File: src/rtl/stream_mux_pkg.sv
// Shared constants, types and helpers for the stream_mux_rr block.
// The optional per-channel lock is built when STREAM_MUX_LAST_LOCK_EN is defined.
package stream_mux_pkg;

  localparam logic MODE_SEL = 1'b0;
  localparam logic MODE_RR  = 1'b1;

  // Widest request vector the index helper accepts; callers zero-extend into it.
  localparam int IDX_MAX_N = 64;
  localparam int IDX_MAX_W = 6;

  typedef enum logic {
    ST_EMPTY = 1'b0,
    ST_FULL  = 1'b1
  } out_state_e;

  // Lowest set bit wins, so a non-one-hot vector still yields a legal index.
  function automatic logic [IDX_MAX_W-1:0] onehot_to_idx(input logic [IDX_MAX_N-1:0] oh);
    logic [IDX_MAX_W-1:0] idx;
    idx = '0;
    for (int i = IDX_MAX_N - 1; i >= 0; i--) begin
      if (oh[i]) begin
        idx = IDX_MAX_W'(i);
      end else begin
        idx = idx;
      end
    end
    return idx;
  endfunction

endpackage

File: src/rtl/stream_mux_rr_arbiter.sv
// Round-robin arbiter: grants the first requester after ptr, wrapping modulo N.
// Purely combinational; the owner of ptr decides when it advances.
module rr_arbiter
  import stream_mux_pkg::*;
#(
  parameter int N  = 4,
  parameter int SW = $clog2(N)
) (
  input  logic [N-1:0]  req,
  input  logic [SW-1:0] ptr,
  output logic [N-1:0]  grant,
  output logic [SW-1:0] grant_idx,
  output logic          grant_valid
);

  logic [N-1:0]  w_grant;
  logic [SW-1:0] w_idx;
  logic          w_found;

  // Scan ptr+1 .. ptr+N so the channel at ptr has the lowest priority.
  always_comb begin
    w_grant = '0;
    w_idx   = '0;
    w_found = 1'b0;
    for (int k = 1; k <= N; k++) begin
      w_idx = SW'((int'(ptr) + k) % N);
      if (!w_found && req[w_idx]) begin
        w_grant[w_idx] = 1'b1;
        w_found        = 1'b1;
      end else begin
        w_found = w_found;
      end
    end
  end

  assign grant       = w_grant;
  assign grant_valid = w_found;
  assign grant_idx   = SW'(onehot_to_idx(IDX_MAX_N'(w_grant)));

endmodule

File: src/rtl/stream_mux_rr.sv
// N-channel stream mux with registered output, explicit-select or round-robin mode.
// Define STREAM_MUX_LAST_LOCK_EN to add in_last and hold the grant across a packet.
module stream_mux_rr
  import stream_mux_pkg::*;
#(
  parameter int N  = 4,
  parameter int W  = 32,
  parameter int SW = $clog2(N)
) (
  input  logic          clk,
  input  logic          rst_n,
  input  logic          mode,
  input  logic [SW-1:0] sel,
  input  logic [N-1:0]  in_valid,
  input  logic [N*W-1:0] in_data,
`ifdef STREAM_MUX_LAST_LOCK_EN
  input  logic [N-1:0]  in_last,
`endif
  output logic [N-1:0]  in_ready,
  output logic          out_valid,
  output logic [W-1:0]  out_data,
  output logic [SW-1:0] out_sel,
  input  logic          out_ready
);

  out_state_e    r_state;
  logic [W-1:0]  r_out_data;
  logic [SW-1:0] r_out_sel;
  logic [SW-1:0] r_rr_ptr;

  logic [N-1:0]  w_arb_grant;
  logic [SW-1:0] w_arb_idx;
  logic          w_arb_valid;
  logic [N-1:0]  w_grant;
  logic [SW-1:0] w_grant_idx;
  logic          w_grant_valid;
  logic          w_accept;
  logic          w_load;
  logic          w_lock_active;
  logic [SW-1:0] w_lock_idx;

  rr_arbiter #(
    .N  (N),
    .SW (SW)
  ) u_arb (
    .req         (in_valid),
    .ptr         (r_rr_ptr),
    .grant       (w_arb_grant),
    .grant_idx   (w_arb_idx),
    .grant_valid (w_arb_valid)
  );

  // A held lock overrides both modes; an out-of-range sel grants nothing.
  always_comb begin
    w_grant = '0;
    if (w_lock_active) begin
      if (in_valid[w_lock_idx]) begin
        w_grant[w_lock_idx] = 1'b1;
      end else begin
        w_grant = '0;
      end
    end else if (mode == MODE_SEL) begin
      if ((int'(sel) < N) && in_valid[sel]) begin
        w_grant[sel] = 1'b1;
      end else begin
        w_grant = '0;
      end
    end else begin
      w_grant = w_arb_grant;
    end
  end

  assign w_grant_valid = |w_grant;
  assign w_grant_idx   = SW'(onehot_to_idx(IDX_MAX_N'(w_grant)));
  assign w_accept      = (r_state == ST_EMPTY) || out_ready;
  assign w_load        = w_accept && w_grant_valid;
  assign in_ready      = (rst_n && w_accept) ? w_grant : '0;

  // Output stage FSM with the data register and the round-robin pointer.
  always_ff @(posedge clk or negedge rst_n) begin
    if (!rst_n) begin
      r_state    <= ST_EMPTY;
      r_out_data <= '0;
      r_out_sel  <= '0;
      r_rr_ptr   <= SW'(N - 1);
    end else begin
      case (r_state)
        ST_EMPTY: begin
          if (w_load) r_state <= ST_FULL;
          else        r_state <= ST_EMPTY;
        end
        ST_FULL: begin
          if (out_ready && !w_load) r_state <= ST_EMPTY;
          else                      r_state <= ST_FULL;
        end
        default: r_state <= ST_EMPTY;
      endcase
      if (w_load) begin
        r_out_data <= in_data[int'(w_grant_idx)*W +: W];
        r_out_sel  <= w_grant_idx;
      end else begin
        r_out_data <= r_out_data;
        r_out_sel  <= r_out_sel;
      end
      // The pointer only tracks round-robin grants; explicit selects leave it alone.
      if (w_load && (mode == MODE_RR)) begin
        r_rr_ptr <= w_grant_idx;
      end else begin
        r_rr_ptr <= r_rr_ptr;
      end
    end
  end

`ifdef STREAM_MUX_LAST_LOCK_EN
  logic          r_locked;
  logic [SW-1:0] r_lock_idx;

  // Every loaded beat either opens or closes the lock on its own channel.
  always_ff @(posedge clk or negedge rst_n) begin
    if (!rst_n) begin
      r_locked   <= 1'b0;
      r_lock_idx <= '0;
    end else if (w_load) begin
      r_locked   <= !in_last[w_grant_idx];
      r_lock_idx <= w_grant_idx;
    end else begin
      r_locked   <= r_locked;
      r_lock_idx <= r_lock_idx;
    end
  end

  assign w_lock_active = r_locked;
  assign w_lock_idx    = r_lock_idx;
`else
  assign w_lock_active = 1'b0;
  assign w_lock_idx    = '0;
`endif

  assign out_valid = (r_state == ST_FULL);
  assign out_data  = r_out_data;
  assign out_sel   = r_out_sel;

endmodule

File: config.mk
export PLATFORM = sky130hd
export DESIGN_NAME = stream_mux_rr
export DESIGN_NICKNAME = d
export VERILOG_FILES = /design/src/rtl/stream_mux_pkg.sv /design/src/rtl/stream_mux_rr_arbiter.sv /design/src/rtl/stream_mux_rr.sv
export SDC_FILE = /design/constraint.sdc
export NUM_CORES = 1
export LEC_CHECK = 0
export ABC_AREA = 1
export CAP_MARGIN = 20
export CELL_PAD_IN_SITES_DETAIL_PLACEMENT = 0
export CELL_PAD_IN_SITES_GLOBAL_PLACEMENT = 1
export CORE_MARGIN = 10
export CORE_UTILIZATION = 29
export CTS_CLUSTER_SIZE = 25
export DETAILED_ROUTE_END_ITERATION = 8
export GPL_ROUTABILITY_DRIVEN = 1
export PLACE_DENSITY_LB_ADDON = 0.1
export SETUP_SLACK_MARGIN = 0.3
export SLEW_MARGIN = 15
export SYNTH_ARGS = -nofsm -noshare
export SYNTH_HDL_FRONTEND = slang
export SYNTH_HIERARCHICAL = 1
export SYNTH_SLANG_ARGS = --single-unit
File: constraint.sdc
create_clock -name clk -period 7.45 [get_ports clk]
set_input_delay 1.49 -clock clk [delete_from_list [all_inputs] [get_ports clk]]
set_output_delay 1.49 -clock clk [all_outputs]
set_load 0.01 [all_outputs]
### Word level (Yosys, flattened, before mapping)

Index checks and enable logic that the tools add are counted.

* add/sub/neg operators: 4
* magnitude comparators: 10
* shifts and indexed selects: 1
* mux-type cells: 37
* bitwise logic cells: 4
* reductions and logical operators: 18

Operators by type and width (count)
* indexed part select 128 x 8 -> 32 bit: 1
* two-way mux 4 bit: 7
* less-than comparator 2 x 3 -> 1 bit (second input constant): 5
* two-way mux 1 bit: 15
* logical AND 1 bit: 12
* bitwise OR 4 bit: 3
* binary-select mux 1 bit (select 2 bit): 5
* demux 1 bit (select 2 bit): 5
* greater-or-equal comparator 2 x 1 -> 1 bit (second input constant): 5
* two-way mux 2 bit: 4
* adder 2 x 1 -> 2 bit (second input constant): 2
* adder 2 bit (second input constant): 2
* logical NOT 1 bit: 4
* OR reduction 4 bit: 1
* one-hot mux 1 bit (2 select lines): 1
* logical OR 1 bit: 1
* inverter 1 bit: 1

* register bits: 37
* input bits: 138

### Longest topological paths before layout

* depth in word-level cells: 20
* depth in mapped cells: 23
* mapped depth without buffers: 21

### By module

Netlist, hierarchy kept.

Modules (own cells, without submodules)
* stream_mux_rr: times used 1, cells an instance 564, area an instance 3238.1 um^2
* rr_arbiter: times used 1, cells an instance 88, area an instance 515.5 um^2

### Worst setup path before layout

No wires, ideal clock.

* path type: input port to output port
* start: in in_valid[2]
* end: out in_ready[0]
* data arrival time: 2963 ps
* path slack: 2997 ps
* cell stages on the path: 15
* path buffers: 2
* cell sequence: nand2_1 nand3_4 nand2_4 nand2_4 nor2_4 nand2_1 nand2_1 nor2_1 inv_1 inv_1 o21ai_4 inv_2 buf_4 buf_2 nor2_1

* longest elaborated chain between the ends: 14

Ends and longest elaborated chain
* start, declared: line stream_mux_rr.sv:14 `input logic [N-1:0] in_valid,`
* binary-select mux 1 bit (select 2 bit): line stream_mux_rr_arbiter.sv:27 `if (!w_found && req[w_idx]) begin`
* two-way mux 1 bit (not written as such): line stream_mux_rr_arbiter.sv:27
* two-way mux 1 bit: line stream_mux_rr_arbiter.sv:27
* logical NOT 1 bit: line stream_mux_rr_arbiter.sv:27
* logical AND 1 bit: line stream_mux_rr_arbiter.sv:27
* two-way mux 1 bit: line stream_mux_rr_arbiter.sv:27
* logical NOT 1 bit: line stream_mux_rr_arbiter.sv:27
* logical AND 1 bit: line stream_mux_rr_arbiter.sv:27
* two-way mux 1 bit: line stream_mux_rr_arbiter.sv:27
* logical NOT 1 bit: line stream_mux_rr_arbiter.sv:27
* logical AND 1 bit: line stream_mux_rr_arbiter.sv:27
* two-way mux 4 bit *: line stream_mux_rr_arbiter.sv:27
* named net w_arb_grant[0]: line stream_mux_rr.sv:31 `logic [N-1:0] w_arb_grant;`
* two-way mux 4 bit *: line stream_mux_rr.sv:62 `end else if (mode == MODE_SEL) begin`
* two-way mux 4 bit *: line stream_mux_rr.sv:77 `assign in_ready = (rst_n && w_accept) ? w_grant : '0;`
* end, declared: line stream_mux_rr.sv:19 `output logic [N-1:0] in_ready,`

Mark *: on every way through the listed nets, which the timed path passes. The rest lies on a longest branch. The select of a mux whose other input is x is not followed.

### Final worst setup path

* start: in in_valid[3]
* end: out in_ready[1]

Same word-level chain as after synthesis.

==> impl_metrics.json <==
{
  "syn2layout_area_growth_pct": 53.2,
  "rsz0062_at_grt": "no",
  "start_kind": "primary input",
  "syn_area_per_cell_um2": 5.76,
  "hold_depth": 2,
  "gr-total-overflow": 0,
  "finalHoldViolations": 0,
  "grt.busiest_layer": "met2",
  "postCtsHoldBufs": 0,
  "globalRouteMet1Util_pct": 16.9,
  "num_antenna_cells": 0,
  "postSynthCellCount": 646,
  "endpoint_kind": "primary output",
  "die_w_um": 133,
  "wirelength_um": 13300,
  "comb_power_share_pct": 72.9,
  "io_buffer_count": 176,
  "cts_made_buffers": 5,
  "clock_latency_ns": 0.27,
  "fill_cells": 1395,
  "r2r_start": "r_rr_ptr[0]$_DFFE_PN1P_",
  "p_switching_uw": 1080,
  "yosys_warnings": 6,
  "place_congestion": 0.809,
  "first_pass_iters": 4,
  "crit_type": "in -> out",
  "dp_hpwl_um": 10100,
  "crit_arrival_ns": 3.76,
  "cts_setup_buffers": 0,
  "drive_above_1_share_pct": 5.87,
  "worstMarginPinSlew_ns": 0.962,
  "holdWs_ns": 0.474,
  "io_pins": 177,
  "grt_util_all_layers_pct": 14.6,
  "grt_pass1_vias": 4413,
  "grt_pass1_wl_um": 21700,
  "internal-power_uw": 1030,
  "cts.path.max_buffers": 2,
  "design.die.area_mm2": 0.0178,
  "gr-usage-met2_pct": 25.7,
  "drt-initial-drc-count": 175,
  "via_per_inst": 4.38,
  "path_clk_slew_ns": 0.06,
  "drcViolationCount": 0,
  "regArea_um2": 928,
  "wl_per_cell_um": 13.6,
  "synth_nets": 792,
  "p_clk_share_pct": 9.5,
  "min_period_ns": 5.25,
  "cp-endpoint": "in_ready[1]",
  "r2r_cells": 21,
  "multi_input_area_mm2": 0.00202,
  "fin_tns_setup_ns": 0,
  "cts.htree.levels": 2,
  "critPathLaunch": "in_valid[3]",
  "reg2reg_to": "out_data[23]$_DFFE_PN0P_",
  "post_cts_resized": 0,
  "regToRegSetupSlack_ns": 3.19,
  "antenna_found_initial": 0,
  "core_area_mm2": 0.0126,
  "worstPathRequired_ns": 5.96,
  "cts_root_buf": "clkbuf_16",
  "p_sw_share_pct": 51.2,
  "synthesis.area_mm2": 0.00372,
  "power_frac_seq_pct": 17.6,
  "finalSetupViolCount": 0,
  "min_period_over_period_pct": 70.4,
  "drv_slew": 0,
  "power_leakage_uw": 0.00316,
  "power_density_mw_per_mm2": 370,
  "min_path_type": "reg -> reg",
  "total_power_uw": 2110,
  "cap_violations": 0,
  "peakVddDrop_v": 0.000264,
  "grtUsageMet3_pct": 4.40,
  "die_h_um": 133,
  "row_count": 41,
  "cts_tree": "yes",
  "start_util_pct": 29.5,
  "max_freq_mhz": 191,
  "fin_nets": 946,
  "clock_sinks": 37,
  "status": "complete, no violations",
  "vias": 4261,
  "slew-limit-headroom_pct": 35.6,
  "grt_max_degree": 66,
  "clock_skew_ns": 0.00505,
  "ant_nets": 0,
  "worstPathMaxFanout": 4
}
## layout by cell type (no fill, tap or decap), types with 2 or more instances in the layout
cell type        count
nand2_1            224
clkdlybuf4s50_1    175
nand3_1            149
inv_1              148
dfrtp_1             35
ha_1                 8
nor2_1               7
inv_2                5
nand2_2              5
clkbuf_16            5
nor2_2               4
o21ai_0              4
nand2_4              4
nand4_2              3
buf_4                3
a21oi_1              2
o21ai_4              2
nor2_4               2
clkinv_2             2
dfstp_2              2
nand3_4              2
## power by group through the flow
stage	clock network, uW	registers, uW	logic (uW)
2_1_floorplan	0	413	1030
3_3_place_gp	0	373	1520
3_5_place_dp	0	376	1570
4_1_cts	207	374	1570
5_1_grt	218	388	1750
6_report	200	373	1540
## critical path, stage by stage
cell and delay [ns]:
clkdlybuf4s50_1 0.60, inv_1 0.07, nand2_1 0.09, nand3_1 0.08, nand2_1 0.09, nand4_1 0.15
nor2_1 0.18, nor2_2 0.06, inv_1 0.05, nand2_1 0.06, o21ai_2 0.13, inv_2 0.07
nor2_1 0.09, clkdlybuf4s50_1 0.54
## worst min path at each step
stage / from / endpoint / slack (ns)
4_1_cts: out_data[28]$_DFFE_PN0P_ / out_data[28]$_DFFE_PN0P_ / 0.48
6_report: out_data[17]$_DFFE_PN0P_ / out_data[17]$_DFFE_PN0P_ / 0.47
3_5_place_dp: out_data[8]$_DFFE_PN0P_ / out_data[8]$_DFFE_PN0P_ / 0.46
2_1_floorplan: out_sel[1]$_DFFE_PN0P_ / out_sel[1]$_DFFE_PN0P_ / 0.51
5_1_grt: out_data[0]$_DFFE_PN0P_ / out_data[0]$_DFFE_PN0P_ / 0.50
3_3_place_gp: out_data[0]$_DFFE_PN0P_ / out_data[0]$_DFFE_PN0P_ / 0.46
## layer usage
metal	part of all wire, %	vias to the layer above
met3	6.3	11
li1	-	2239
met4	1.2	0
met1	43	1895
met2	49	116
met5	0	-
## through the flow
step                util [%]  setup slack (ns)  instance area, um2  std cells
floorplan                  -              3.05                3720        646
finish                  45.2              2.20                5700        973
global placement        43.8              2.25                5520        963
CTS                     45.2              2.21                5700        973
global route            45.2              2.03                5700        973
detailed placement      44.1              2.21                5560        965
## sequential cells by signal, indices dropped and copies added, names as in the netlist
signal     cells
out_sel        2
out_data      32
out_valid      1
r_rr_ptr       2
## layout make-up
cell class | count | share of cell area [%]
Inverter | 154 | 10.2
Tap cell | 172 | 3.77
Sequential cell | 37 | 16.3
Clock buffer | 5 | 2.19
Clock inverter | 3 | 0.307
Timing Repair Buffer | 181 | 31.8
Multi-Input combinational cell | 421 | 35.4
No activity file was read; power rests on OpenSTA's default activity.
